===== config.mk =====
export PLATFORM = sky130hd
export DESIGN_NAME = l2_arbiter
export DESIGN_NICKNAME = d
export VERILOG_FILES = /design/src/rtl/l2_arb_pkg.sv /design/src/rtl/l2_arb_stats.sv /design/src/rtl/l2_arbiter.sv
export SDC_FILE = /design/constraint.sdc
export NUM_CORES = 1
export LEC_CHECK = 0
export ABC_CLOCK_PERIOD_IN_PS = 5000
export BUFFER_PORTS_ARGS = -buffer_cell sky130_fd_sc_hd__buf_2
export CAP_MARGIN = 20
export CORE_AREA = 2 2 103 105
export CTS_BUF_LIST = sky130_fd_sc_hd__clkbuf_8
export DETAILED_ROUTE_END_ITERATION = 12
export DIE_AREA = 0 0 105 107
export GPL_ROUTABILITY_DRIVEN = 0
export PLACE_DENSITY = 0.89
export SLEW_MARGIN = 20
export SYNTH_ARGS = -nofsm -noshare
export SYNTH_HDL_FRONTEND = slang
export SYNTH_SLANG_ARGS = --single-unit

===== constraint.sdc =====
create_clock -name clk -period 5 [get_ports clk]
set_input_delay 0.25 -clock clk [delete_from_list [all_inputs] [get_ports clk]]
set_output_delay 0.25 -clock clk [all_outputs]
set_load 0.02 [all_outputs]

===== src/rtl/l2_arb_pkg.sv =====
// Shared types and constants for the two-core L2 port arbiter.
package l2_arb_pkg;

    typedef enum logic [1:0] {
        IDLE    = 2'd0,
        OWN     = 2'd1,
        RELEASE = 2'd2
    } arb_state_t;

    typedef logic core_id_t;

    localparam int unsigned GAP_CYCLES_DEFAULT = 2;

    // Field layout of the packed statistics word.
    localparam int unsigned STAT_W         = 8;
    localparam int unsigned STAT_C0_LSB    = 24;
    localparam int unsigned STAT_C1_LSB    = 16;
    localparam int unsigned STAT_CONT_LSB  = 8;
    localparam int unsigned STAT_STALL_LSB = 0;

endpackage


===== src/rtl/l2_arb_stats.sv =====
// Four 8-bit wrapping event counters packed into one statistics word.
module l2_arb_stats
    import l2_arb_pkg::*;
(
    input  logic        clk,
    input  logic        reset,
    input  logic        c0_grant,
    input  logic        c1_grant,
    input  logic        contention,
    input  logic        stall,
    output logic [31:0] arb_statistics
);

    logic [STAT_W-1:0] c0_grants;
    logic [STAT_W-1:0] c1_grants;
    logic [STAT_W-1:0] contention_cnt;
    logic [STAT_W-1:0] stall_cycles;

    always_ff @(posedge clk or posedge reset) begin
        if (reset) begin
            c0_grants      <= '0;
            c1_grants      <= '0;
            contention_cnt <= '0;
            stall_cycles   <= '0;
        end else begin
            if (c0_grant)   c0_grants      <= c0_grants + STAT_W'(1);
            if (c1_grant)   c1_grants      <= c1_grants + STAT_W'(1);
            if (contention) contention_cnt <= contention_cnt + STAT_W'(1);
            if (stall)      stall_cycles   <= stall_cycles + STAT_W'(1);
        end
    end

    always_comb begin
        arb_statistics = '0;
        arb_statistics[STAT_C0_LSB    +: STAT_W] = c0_grants;
        arb_statistics[STAT_C1_LSB    +: STAT_W] = c1_grants;
        arb_statistics[STAT_CONT_LSB  +: STAT_W] = contention_cnt;
        arb_statistics[STAT_STALL_LSB +: STAT_W] = stall_cycles;
    end

endmodule


===== src/rtl/l2_arbiter.sv =====
// Round-robin arbiter sharing one L2 request port between two L1 controllers,
// with a fixed release gap between owners.
module l2_arbiter
    import l2_arb_pkg::*;
#(
    parameter int unsigned n          = 32,
    parameter int unsigned AW         = 10,
    parameter int unsigned GAP_CYCLES = GAP_CYCLES_DEFAULT
) (
    input  logic          clk,
    input  logic          reset,
    input  logic [AW-1:0] c0_word_address,
    input  logic [AW-1:0] c1_word_address,
    input  logic [n-1:0]  c0_wdata,
    input  logic [n-1:0]  c1_wdata,
    input  logic          c0_read_request,
    input  logic          c0_write_request,
    input  logic          c1_read_request,
    input  logic          c1_write_request,
    output logic [n-1:0]  c0_rdata,
    output logic [n-1:0]  c1_rdata,
    output logic          c0_busy,
    output logic          c1_busy,
    output logic [AW-1:0] l2_word_address,
    output logic [n-1:0]  l2_wdata,
    output logic          l2_read_request,
    output logic          l2_write_request,
    input  logic [n-1:0]  l2_rdata,
    input  logic          l2_busy,
    output logic          owner,
    output logic [31:0]   arb_statistics
);

    localparam int unsigned GW = (GAP_CYCLES > 1) ? $clog2(GAP_CYCLES) : 1;

    arb_state_t    state_q, state_d;
    core_id_t      owner_q, owner_d;
    core_id_t      last_q, last_d;
    logic [GW-1:0] gap_q, gap_d;
    logic [AW-1:0] addr_q;
    logic [n-1:0]  wdata_q;

    logic          req0, req1, other_req;
    logic          own_rd, own_wr;
    logic [AW-1:0] own_addr;
    logic [n-1:0]  own_wdata;
    logic          grant0, grant1, contention, stall;
    logic          in_own;

    assign req0      = c0_read_request | c0_write_request;
    assign req1      = c1_read_request | c1_write_request;
    assign other_req = owner_q ? req0 : req1;
    assign own_rd    = owner_q ? c1_read_request  : c0_read_request;
    assign own_wr    = owner_q ? c1_write_request : c0_write_request;
    assign own_addr  = owner_q ? c1_word_address  : c0_word_address;
    assign own_wdata = owner_q ? c1_wdata         : c0_wdata;
    assign in_own    = (state_q == OWN);

    always_ff @(posedge clk or posedge reset) begin
        if (reset) begin
            state_q <= IDLE;
            owner_q <= 1'b0;
            last_q  <= 1'b1;
            gap_q   <= '0;
            addr_q  <= '0;
            wdata_q <= '0;
        end else begin
            state_q <= state_d;
            owner_q <= owner_d;
            last_q  <= last_d;
            gap_q   <= gap_d;
            if (in_own) begin
                addr_q  <= own_addr;
                wdata_q <= own_wdata;
            end
        end
    end

    always_comb begin
        state_d    = state_q;
        owner_d    = owner_q;
        last_d     = last_q;
        gap_d      = gap_q;
        grant0     = 1'b0;
        grant1     = 1'b0;
        contention = 1'b0;
        stall      = 1'b0;
        case (state_q)
            IDLE: begin
                // On contention the core that did not own the port last wins.
                if (req0 && req1) begin
                    owner_d    = ~last_q;
                    grant0     = last_q;
                    grant1     = ~last_q;
                    contention = 1'b1;
                    state_d    = OWN;
                end else if (req0) begin
                    owner_d = 1'b0;
                    grant0  = 1'b1;
                    state_d = OWN;
                end else if (req1) begin
                    owner_d = 1'b1;
                    grant1  = 1'b1;
                    state_d = OWN;
                end
            end
            OWN: begin
                stall = other_req;
                if (!own_rd && !own_wr) begin
                    state_d = RELEASE;
                    gap_d   = GW'(GAP_CYCLES - 1);
                    last_d  = owner_q;
                end
            end
            RELEASE: begin
                stall = other_req;
                if (gap_q == '0) state_d = IDLE;
                else             gap_d   = gap_q - GW'(1);
            end
            default: state_d = IDLE;
        endcase
    end

    assign l2_word_address  = in_own ? own_addr : addr_q;
    assign l2_wdata         = in_own ? own_wdata : wdata_q;
    assign l2_read_request  = in_own & own_rd;
    assign l2_write_request = in_own & own_wr;

    assign c0_busy  = (in_own && !owner_q) ? l2_busy : req0;
    assign c1_busy  = (in_own &&  owner_q) ? l2_busy : req1;
    assign c0_rdata = l2_rdata;
    assign c1_rdata = l2_rdata;
    assign owner    = owner_q;

    l2_arb_stats u_stats (
        .clk            (clk),
        .reset          (reset),
        .c0_grant       (grant0),
        .c1_grant       (grant1),
        .contention     (contention),
        .stall          (stall),
        .arb_statistics (arb_statistics)
    );

endmodule


# Word level (Yosys, flattened, before mapping)
# Cells that the tools add are included.
# Widths: inputs -> output; s select.
# totals
reg_bits	79
word_cells	71
# op_classes
eq_ne	5
mux	31
addsub	5
n_reduce_logical	15
n_bitwise	5
# ops
cell	n
$mux 32	2
$add 8x1->8 const B	4
$mux 1	20
$mux 10	2
$mux 2	5
$pmux 2 s3	1
$reduce_and 2->1	3
$logic_and 1x1->1	4
$ne 4x4->1 const B	1
$logic_not 1->1	3
$reduce_and 3->1	1
$reduce_bool 3->1	1
$and 1x1->1	2
$eq 2x1->1 const B	1
$eq 2x2->1 const B	1
$logic_not 2->1	1
$ne 2x1->1 const B	1
$ne 2x2->1 const B	1
$or 1x1->1	2
$pmux 1 s2	1
$reduce_bool 2->1	1
$reduce_or 2->1	1
$not 1->1	1
$sub 1x1->1 const B	1

# Longest topological paths before layout
# Gate-level depths: netlist of the first run.
# depth
ltp_word	5
mapped_depth	7
depth_no_buf	6

# Cells and area by module
# Synthesis of the first run repeated with hierarchy kept, for this count alone.
# unflattened
hier_cells	401
hier_area_um2	4234.1
# modules_own_cells
module	seq_area_each_um2	area_each_um2	n_inst	cells_per_inst
l2_arbiter	1177.4	2864.0	1	296
l2_arb_stats	800.8	1370.1	1	105

# Least setup slack after synthesis of the first run
# Ideal clock, no wire load.
# synth_path
path_type	register to output
start	reg state_q[1]
end	out l2_wdata[11]
stages_incl_launch_ff	7
t_arrival_ns	1.510
n_path_buf	3
path_slack_ns	3.240
required_time_ns	4.750
path_cell_list	dfrtp_1 -> inv_1 -> ha_1 -> buf_2 -> clkbuf_1 -> buf_1 -> a21oi_1
# synth_between
elab_chain_len	2
# synth_lines
item	line_no	source
start, declared	l2_arbiter.sv:36	arb_state_t state_q, state_d;
start signal, assigned	l2_arbiter.sv:68	state_q <= state_d;
$eq 2x1->1	l2_arbiter.sv:57	assign in_own = (state_q == OWN);
$mux 32	n/a	
end, declared	l2_arbiter.sv:25	output logic [n-1:0] l2_wdata,
# Every way passes these cells.

# Worst setup path after layout of the first run
# layout_path
start	reg state_q[1]
end	out c1_busy
# layout_between
elab_chain_len	3
# layout_lines
item	line_no	source
$eq 2x1->1	l2_arbiter.sv:57	
$logic_and 1x1->1	l2_arbiter.sv:130	assign c1_busy = (in_own && owner_q) ? l2_busy : req1;
$mux 1	l2_arbiter.sv:130	
end, declared	l2_arbiter.sv:23	output logic c1_busy,
# Every way passes these cells.

==> flow_summary.ini, run 1 <==
[synth]
synth_edf_count = 0
yosysUniqueCellTypes = 35
syn_nets = 535
syn-mean-instance-area_um2 = 10.4
count_of_warnings_emitted_by_yosys = 0
netlist_area_mm2 = 0.00419
synthTopCellsByCount = dfrtp_1, buf_4, nor2_1, a21oi_1, mux2i_1
ys_seq_area_share_pct = 47.2
synth_async_sr_flop_share_pct = 100
ys_seq_elements = 79
netlist_top_cells_area = dfrtp_1, buf_4, mux2i_1
post-synth-top-count-cell = dfrtp_1
synth_top_area_share_pct = 46.6
netlist.top_cell.by_area = dfrtp_1
synthCells = 404
dominantRegCellSynth = dfrtp_1

[final_layout]
syn_to_final_growth_pct = 17.2
post_route_cells_drive_above_1_share_pct = 39.4
fin_util_pct = 48.6
finalNetCount = 636
insertedDiodeCount = 0
final_cells = 646

[global_routing]
gr-usage-all-layers_pct = 17.7
globalRoute.totalOverflow = 0
grt_pass1_wl_um = 15600
antenna_found_initial = 0
pin_count_of_the_biggest_net_entering_global_routing = 80
grt_pass1_vias = 3216

[routing]
wl_um = 10100
dr.first_iter.drc_count = 90
antenna_violating_nets_post_route = 0
drt_wl_cell_um = 15.6
vias = 3189
detail_route.drc_violations = 0
viasPerCell = 4.94
drtPass1Iterations = 4

[cts]
cts-resized-gates = 0
numCtsBuffers = 9
htree_levels = 3
post_cts_setup_inserts = 0
clock-sinks = 79
cts.path.max_buffers = 2
cts.hold.buffers_added = 0
ctsRootBufferMaster = clkbuf_8
clock_insertion_delay_worst_skew_ps = 350
path_clk_slew_ps = 80
clock_tree_from_tritoncts = built

[timing]
fin_skew_ps = 11.9
totalNegativeSetupSlack_ps = 0
tightest_slew_ps = 718
finalMaxSlewViolations = 0
fmax_ghz = 0.353
fin_crit_ps = 2830
count_of_endpoints_failing_hold_in_the_final_timing_report = 0
timing.slew.headroom_pct = 52.1
setup_repair_after_global_routing_missed_its_margin = no
fin_worst_hold_slack_ps = 51.7
final.period_utilization_pct = 56.6
report.final.setup_viol = 0

[place]
post-place-cells = 630
post-dp-hpwl_um = 7850
port_buffers = 169

[die]
core-area_mm2 = 0.0101
core.rowCount = 37
design.die.area_mm2 = 0.0112
chipHeight_um = 107
chipWidth_um = 105
initial_core_util_pct = 41.5
io_pins = 266

[worst_setup_path]
critPathLaunch = state_q[1]
reg2regPathDepth = 7
reg2reg_setup_slack_ps = 2360
reg2reg_to = state_q[1]
worst_setup_path_endpoint = c1_busy
critPathMaxFanout = 52
setup.worst_path.start_class = flip-flop
cp_data_required_time_ps = 4750
worst_ep_arrival_time_ps = 2580
critPathKind = reg2out
worst_setup_path_end_kind = output pin
r2r-start = state_q[1]

[status]
run_status = finished, final reports clean

[power]
total_leakage_power_nw = 2.53
power.total_mw = 3.52
power.density_cell_area_mw_per_mm2 = 717
ir_drop_mv = 0.400

[job]
max-cap-violations = 0

[worst_hold_path]
holdCritPathClass = in2async
## routing by layer
metal  routed length [um]  GRT usage [%]  up-vias
met4                  289           9.33        0
met3                  667           4.07       44
met5                    0              0        -
met1                 3850           20.3     1503
li1                     -              -     1511
met2                 5270           30.7      131
## state kept, by name (all words and copies together), names as in the netlist
name                    count
owner                       1
wdata_q                    32
gap_q                       1
last_q                      1
state_q                     2
u_stats.stall_cycles        8
u_stats.c0_grants           8
u_stats.c1_grants           8
u_stats.contention_cnt      8
addr_q                     10
## stage by stage
stage | area, um2 | worst slack (ps)
global route | 4910 | 1920
CTS | 4910 | 2110
finish | 4910 | 2170
detailed placement | 4660 | 2350
floorplan | 4190 | 2730
global placement | 4660 | 2430
## worst max-delay path, cell delays in order, from the launching register on
cell     delay, ps
dfrtp_1        400
inv_1          110
ha_2           630
buf_4          530
nand2_1        190
a21oi_1        180
buf_2          190
## cell type report
class	count	area (um2)
sequential	79	1980
multi-input combinational	236	1620
tap	136	170
inverter	7	27.5
clock inverter	7	120
timing repair buffer	172	872
fill	968	5180
clock buffer	9	124
## worst min-delay path by stage
stage | cells past startpoint | startpoint | end
after floorplan | 2 | gap_q | gap_q
after global placement | 1 | u_stats.stall_cycles[7] | u_stats.stall_cycles[7]
after detailed placement | 1 | u_stats.c1_grants[7] | u_stats.c1_grants[7]
after CTS | 3 | c0_wdata[22] | wdata_q[22]
after global routing | 3 | reset | u_stats.stall_cycles[0]
final | 3 | reset | u_stats.c0_grants[5]
## report_power, final
group	switching [mW]	leakage (nW)	internal (mW)
Sequential	0.213	0.928	0.923
Combinational	1.17	1.49	0.646
Clock	0.239	0.120	0.333
Total	1.62	2.53	1.90
## layout by cell type, fill, tap and decap left out, types with 7 or more instances in the layout
cell | Yosys | layout
buf_2 | 5 | 169
dfrtp_1 | 78 | 77
nor2_1 | 51 | 51
a21oi_1 | 46 | 46
mux2i_1 | 44 | 44
xnor2_1 | 20 | 20
nand4_1 | 11 | 11
nand2_1 | 9 | 9
clkbuf_8 | 0 | 9
xor2_1 | 8 | 8
ha_1 | 8 | 7
## logic make-up (layout without fill, tap and decap cells)
kind of cell / Yosys count / in the layout / share of synthesized area [%]
and+or+nand+nor: 93 / 93 / 10.3
buffers and inverters: 89 / 195 / 14.2
DFF: 79 / 79 / 47.2
AOI/OAI and AO/OA: 58 / 58 / 8.16
muxes: 49 / 49 / 11.9
xor gates and xnor gates: 28 / 28 / 5.86
adders and majority gates: 8 / 8 / 2.39
Note: power is estimated with default switching activity, not from simulation.
==> inputs of run 2 (changes only) <==
Settings changed: ABC_CLOCK_PERIOD_IN_PS 5000 to 2540, CORE_AREA 2 2 103 105 to unset, CORE_UTILIZATION set to 40, DIE_AREA 0 0 105 107 to unset, PLACE_DENSITY 0.89 to 0.9.
Clock period 5 ns to 2.54 ns, I/O delays scaled along.
==> run 2 against run 1 <==
Via count grew 1.8%. Count of clock-buffer cells in the layout did not move. Cell count shrank 0.15%. Final area fell by 0.25%. Non-clock buffer count increased by 2. Flip-flop and latch count stayed put. Register-to-register slack got worse by 1600 ps. Core utilization up 0.55 points. Total power up 93%. Setup slack worse by 1800 ps. Die area down 3.1%. Routed wire length is 3.9% higher. Critical path type unchanged. Critical endpoint is now l2_wdata[15]. Largest cell class unchanged.
==> flow_summary.ini, run 2 (same netlist as run 1, synthesis figures left out) <==
[place]
placedInstanceArea_mm2 = 0.00469
post-dp-hpwl_um = 7890
post-place-cells = 628
port_buffers = 169

[final_layout]
insertedDiodeCount = 0
post-route-cell-area_mm2 = 0.00490
reg_top3 = wdata_q (32), addr_q (10)
finalNetCount = 638
final_cells = 645
commonest_non_fill_non_tap_cell_in_the_layout = buf_2
layout_common_cells = buf_2, dfrtp_1, nor2_1
largest_register_ffs = 32
post_route_cells_drive_above_1_share_pct = 39.5
largest-register = wdata_q
syn_to_final_growth_pct = 16.9

[timing]
count_of_endpoints_failing_hold_in_the_final_timing_report = 0
report.final.setup_viol = 0
totalNegativeSetupSlack_ps = 0
finalMaxSlewViolations = 0
fin_skew_ps = 14.8
final.period_utilization_pct = 85.2
timing.slew.headroom_pct = 39.3
setup_repair_after_global_routing_missed_its_margin = no
tightest_slew_ps = 910
fin_crit_ps = 2160
fmax_ghz = 0.462

[worst_setup_path]
cp_data_required_time_ps = 2410
critical_path.cell_chain = inv_1 -> ha_2 -> buf_4 -> nor2_1 -> a21oi_1 -> buf_2
setup.worst_path.start_class = flip-flop
crit_family = buffers and inverters
max_stage_delay_ps = 410
worst_ep_arrival_time_ps = 2040
critPathSlowestCell = dfrtp_1
worst_setup_path_end_kind = output pin
critPathKind = reg2out
critical_path.n_buffers_inverters = 3
worst-path-stages = 6
reg2regPathDepth = 5
critPathMaxFanout = 50

[power]
power.total_mw = 6.80
sequentialPowerShare_pct = 32.3
ir_drop_mv = 0.769
power.density_cell_area_mw_per_mm2 = 1390
total_leakage_power_nw = 2.53
comb_power_share_pct = 53.9
pwr-share-clk_pct = 13.8
p_int_mw = 3.57
power.net_switching_mw = 3.23
netSwitchingFraction_pct = 47.5

[die]
io_pins = 266
chipWidth_um = 104
chipHeight_um = 104
core-area_mm2 = 0.00995
initial_core_util_pct = 42.1
core.rowCount = 36
design.die.area_mm2 = 0.0109

[status]
run_status = finished, final reports clean

[cts]
clock-sinks = 79
clock_insertion_delay_worst_skew_ps = 360
cts.path.max_buffers = 2
cts-resized-gates = 0
path_clk_slew_ps = 100
numCtsBuffers = 9
htree_levels = 3
clock_tree_from_tritoncts = built
ctsRootBufferMaster = clkbuf_8

[routing]
wl_um = 10500
dr.first_iter.drc_count = 162
viasPerCell = 5.03
antenna_violating_nets_post_route = 0
drt_wl_cell_um = 16.2
detail_route.drc_violations = 0
drtPass1Iterations = 4
vias = 3246

[worst_hold_path]
holdCritPathClass = in2reg
hold-path-cell-count = 3

[job]
max-cap-violations = 0

[global_routing]
grt_pass1_wl_um = 16500
gr-usage-all-layers_pct = 19.4
pin_count_of_the_biggest_net_entering_global_routing = 51
globalRoute.totalOverflow = 0
grt_pass1_vias = 3298
antenna_found_initial = 0
run 2: cell count changes in the layout (fill, tap and decap cells not counted), sizes merged:
cell / delta
buf: +1
bufinv: -2
clkinv: +1
clkinvlp: +1
dlygate4sd3: +1
run 2: stage by stage:
step | utilization [%] | hold WS [ps] | worst slack (ps)
6_report | 49.2 | 98.6 | 375
2_1_floorplan | - | 343 | 391
4_1_cts | 49.2 | 82.2 | 335
5_1_grt | 49.2 | 89.1 | 196
3_3_place_gp | 47.1 | 254 | 825
3_5_place_dp | 47.1 | 254 | 739
run 2: final cells by class:
cell class | instances | area [um2]
Multi-Input combinational cell | 236 | 1620
Tap cell | 133 | 166
Inverter | 7 | 27.5
Timing Repair Buffer | 174 | 911
Sequential cell | 79 | 1980
Clock inverter | 7 | 72.6
Clock buffer | 9 | 124
Fill cell | 922 | 5060
run 2: power groups by stage:
stage	Sequential (mW)	Combinational (mW)	Clock, mW
finish	2.20	3.67	0.939
global route	2.28	3.96	1.02
CTS	2.20	3.70	0.967
detailed placement	2.22	3.69	0
global placement	2.18	3.55	0
floorplan	2.34	2.50	0
run 2: final timing paths:
check / slack, ps / start / to
hold / removal: 100 / c0_wdata[16] / wdata_q[16]
setup reg to reg: 750 / state_q[1] / u_stats.c1_grants[1]
min in group asynchronous: 470 / reset / addr_q[3]
max in group asynchronous: 1390 / reset / wdata_q[8]
setup / recovery: 380 / state_q[1] / l2_wdata[15]
hold reg to reg: 470 / u_stats.c0_grants[7] / u_stats.c0_grants[7]
run 2: what timing repair did:
item                                   4_1_cts  5_1_grt
hold buffers                                 1        0
endpoints found under the hold margin       47        0
buffers inserted                             0        0
run 2: layer usage:
metal / GRT usage [%] / up-vias / part of all wire, %
met5: 0 / - / 0
met4: 7.55 / 0 / 1.6
met3: 6.95 / 23 / 8.3
met2: 32.7 / 151 / 50
li1: - / 1509 / -
met1: 22.4 / 1563 / 40
run 2: tightest hold or removal path, stage by stage:
cell and delay, ps:
buf_2 90, mux2i_1 110, a21oi_1 90
==> inputs of run 3 (changes only) <==
Settings changed: CORE_UTILIZATION 40 to 25, PLACE_DENSITY 0.9 to 0.65.
==> run 3 against run 2 <==
Via count down 5.0%. Flip-flop and latch count unchanged. Routed wire length down 9.1%. Critical path type unchanged. Highest routed layer unchanged. Maximum frequency down 8.3%. Setup slack worse by 200 ps. Clock skew up 0.66 ps. Sequential power about the same. Non-clock buffer count down 1. Clock power down 0.6%. Combinational power down 2%. Hold slack worse by 16 ps. Global-route usage down 8.0 points.
==> flow_summary.ini, run 3 (same netlist as run 1, synthesis figures left out) <==
[timing]
count_of_endpoints_failing_hold_in_the_final_timing_report = 0
fin_crit_ps = 2360
totalNegativeSetupSlack_ps = 0
fmax_ghz = 0.423
fin_worst_hold_slack_ps = 82.3
setup_repair_after_global_routing_missed_its_margin = no
finalMaxSlewViolations = 0
report.final.setup_viol = 0
tightest_slew_ps = 587
setup_slack_ps = 179
final.period_utilization_pct = 93.0
fin_skew_ps = 15.4
timing.slew.headroom_pct = 60.8

[power]
power.density_cell_area_mw_per_mm2 = 1350
comb_power_share_pct = 53.5
power.total_mw = 6.73
sequentialPowerShare_pct = 32.7
total_leakage_power_nw = 2.53
ir_drop_mv = 0.520
pwr-share-clk_pct = 13.9
power.net_switching_mw = 3.15
netSwitchingFraction_pct = 46.8
p_int_mw = 3.58

[die]
core.rowCount = 46
initial_core_util_pct = 26.0
io_pins = 266
chipHeight_um = 131
core-area_mm2 = 0.0161
chipWidth_um = 131
design.die.area_mm2 = 0.0173

[routing]
detail_route.drc_violations = 0
viasPerCell = 4.24
drtPass1Iterations = 4
antenna_violating_nets_post_route = 0
dr.first_iter.drc_count = 86
drt_wl_cell_um = 13.1
vias = 3084
wl_um = 9510

[global_routing]
antenna_found_initial = 0
globalRoute.totalOverflow = 0
pin_count_of_the_biggest_net_entering_global_routing = 71
grt_pass1_wl_um = 15300
gr-usage-all-layers_pct = 11.4
grt_pass1_vias = 3012

[worst_setup_path]
critPathKind = reg2out
worst_setup_path_end_kind = output pin
critPathMaxFanout = 70
critPathLaunch = state_q[1]
cp_data_required_time_ps = 2410
r2r-start = state_q[1]
reg2regPathDepth = 6
reg2reg_setup_slack_ps = 650
worst_ep_arrival_time_ps = 2230
worst_setup_path_endpoint = l2_word_address[9]
reg2reg_to = state_q[1]
setup.worst_path.start_class = flip-flop

[cts]
cts-resized-gates = 0
numCtsBuffers = 9
htree_levels = 3
clock-sinks = 79
clock_tree_from_tritoncts = built
cts.hold.buffers_added = 1
ctsRootBufferMaster = clkbuf_8
cts.path.max_buffers = 2
post_cts_setup_inserts = 0
path_clk_slew_ps = 90
clock_insertion_delay_worst_skew_ps = 380

[final_layout]
post_route_cells_drive_above_1_share_pct = 39.1
largest-register = wdata_q
post-route-cell-area_mm2 = 0.00500
fin_util_pct = 31.0
syn_to_final_growth_pct = 19.4
finalNetCount = 637
largest_register_ffs = 32
reg_top3 = wdata_q (32), addr_q (10)
final_cells = 727
layout_common_cells = buf_2, dfrtp_1, nor2_1
insertedDiodeCount = 0
commonest_non_fill_non_tap_cell_in_the_layout = buf_2

[status]
run_status = finished, final reports clean

[place]
post-place-cells = 710
placedInstanceArea_mm2 = 0.00480
port_buffers = 169
place_worst_setup_slack_ps = 595
post-dp-hpwl_um = 6960

[worst_hold_path]
hold-path-cell-count = 3
hold_path.startpoint = c0_wdata[27]
holdCritPathClass = in2reg

[job]
max-cap-violations = 0
[run 3: area by class of cell]
cell class	instances	area, um2
clock buffer	9	124
clock inverter	7	65.1
fill	1703	11100
inverter	7	27.5
multi-input combinational	236	1620
sequential	79	1980
tap	216	270
timing repair buffer	173	916
[run 3: worst max-delay path, cell delays in order (launching register included)]
cell	delay, ps
dfrtp_1	410
inv_1	100
ha_2	450
buf_12	330
nor2_1	80
a21oi_1	240
buf_2	230
[run 3: metal layers]
metal | up-vias | share of wire (%) | global-route usage [%]
met1 | 1409 | 41 | 12.7
met4 | 0 | 4.5 | 7.36
met2 | 121 | 47 | 18.2
met5 | - | 0 | 0
met3 | 39 | 7.4 | 4.48
li1 | 1515 | - | -
[run 3: power groups by stage]
stage | clock, mW | combinational, mW | sequential, mW
CTS | 0.980 | 3.66 | 2.20
finish | 0.933 | 3.60 | 2.20
floorplan | 0 | 2.50 | 2.34
global route | 1.04 | 3.93 | 2.27
detailed placement | 0 | 3.65 | 2.22
global placement | 0 | 3.60 | 2.21
[run 3: worst min path at each step]
stage	slack, ps	endpoint
after floorplan	340	last_q
after global routing	70	wdata_q[20]
after detailed placement	210	wdata_q[0]
after global placement	210	wdata_q[0]
after CTS	50	wdata_q[21]
final	80	wdata_q[27]
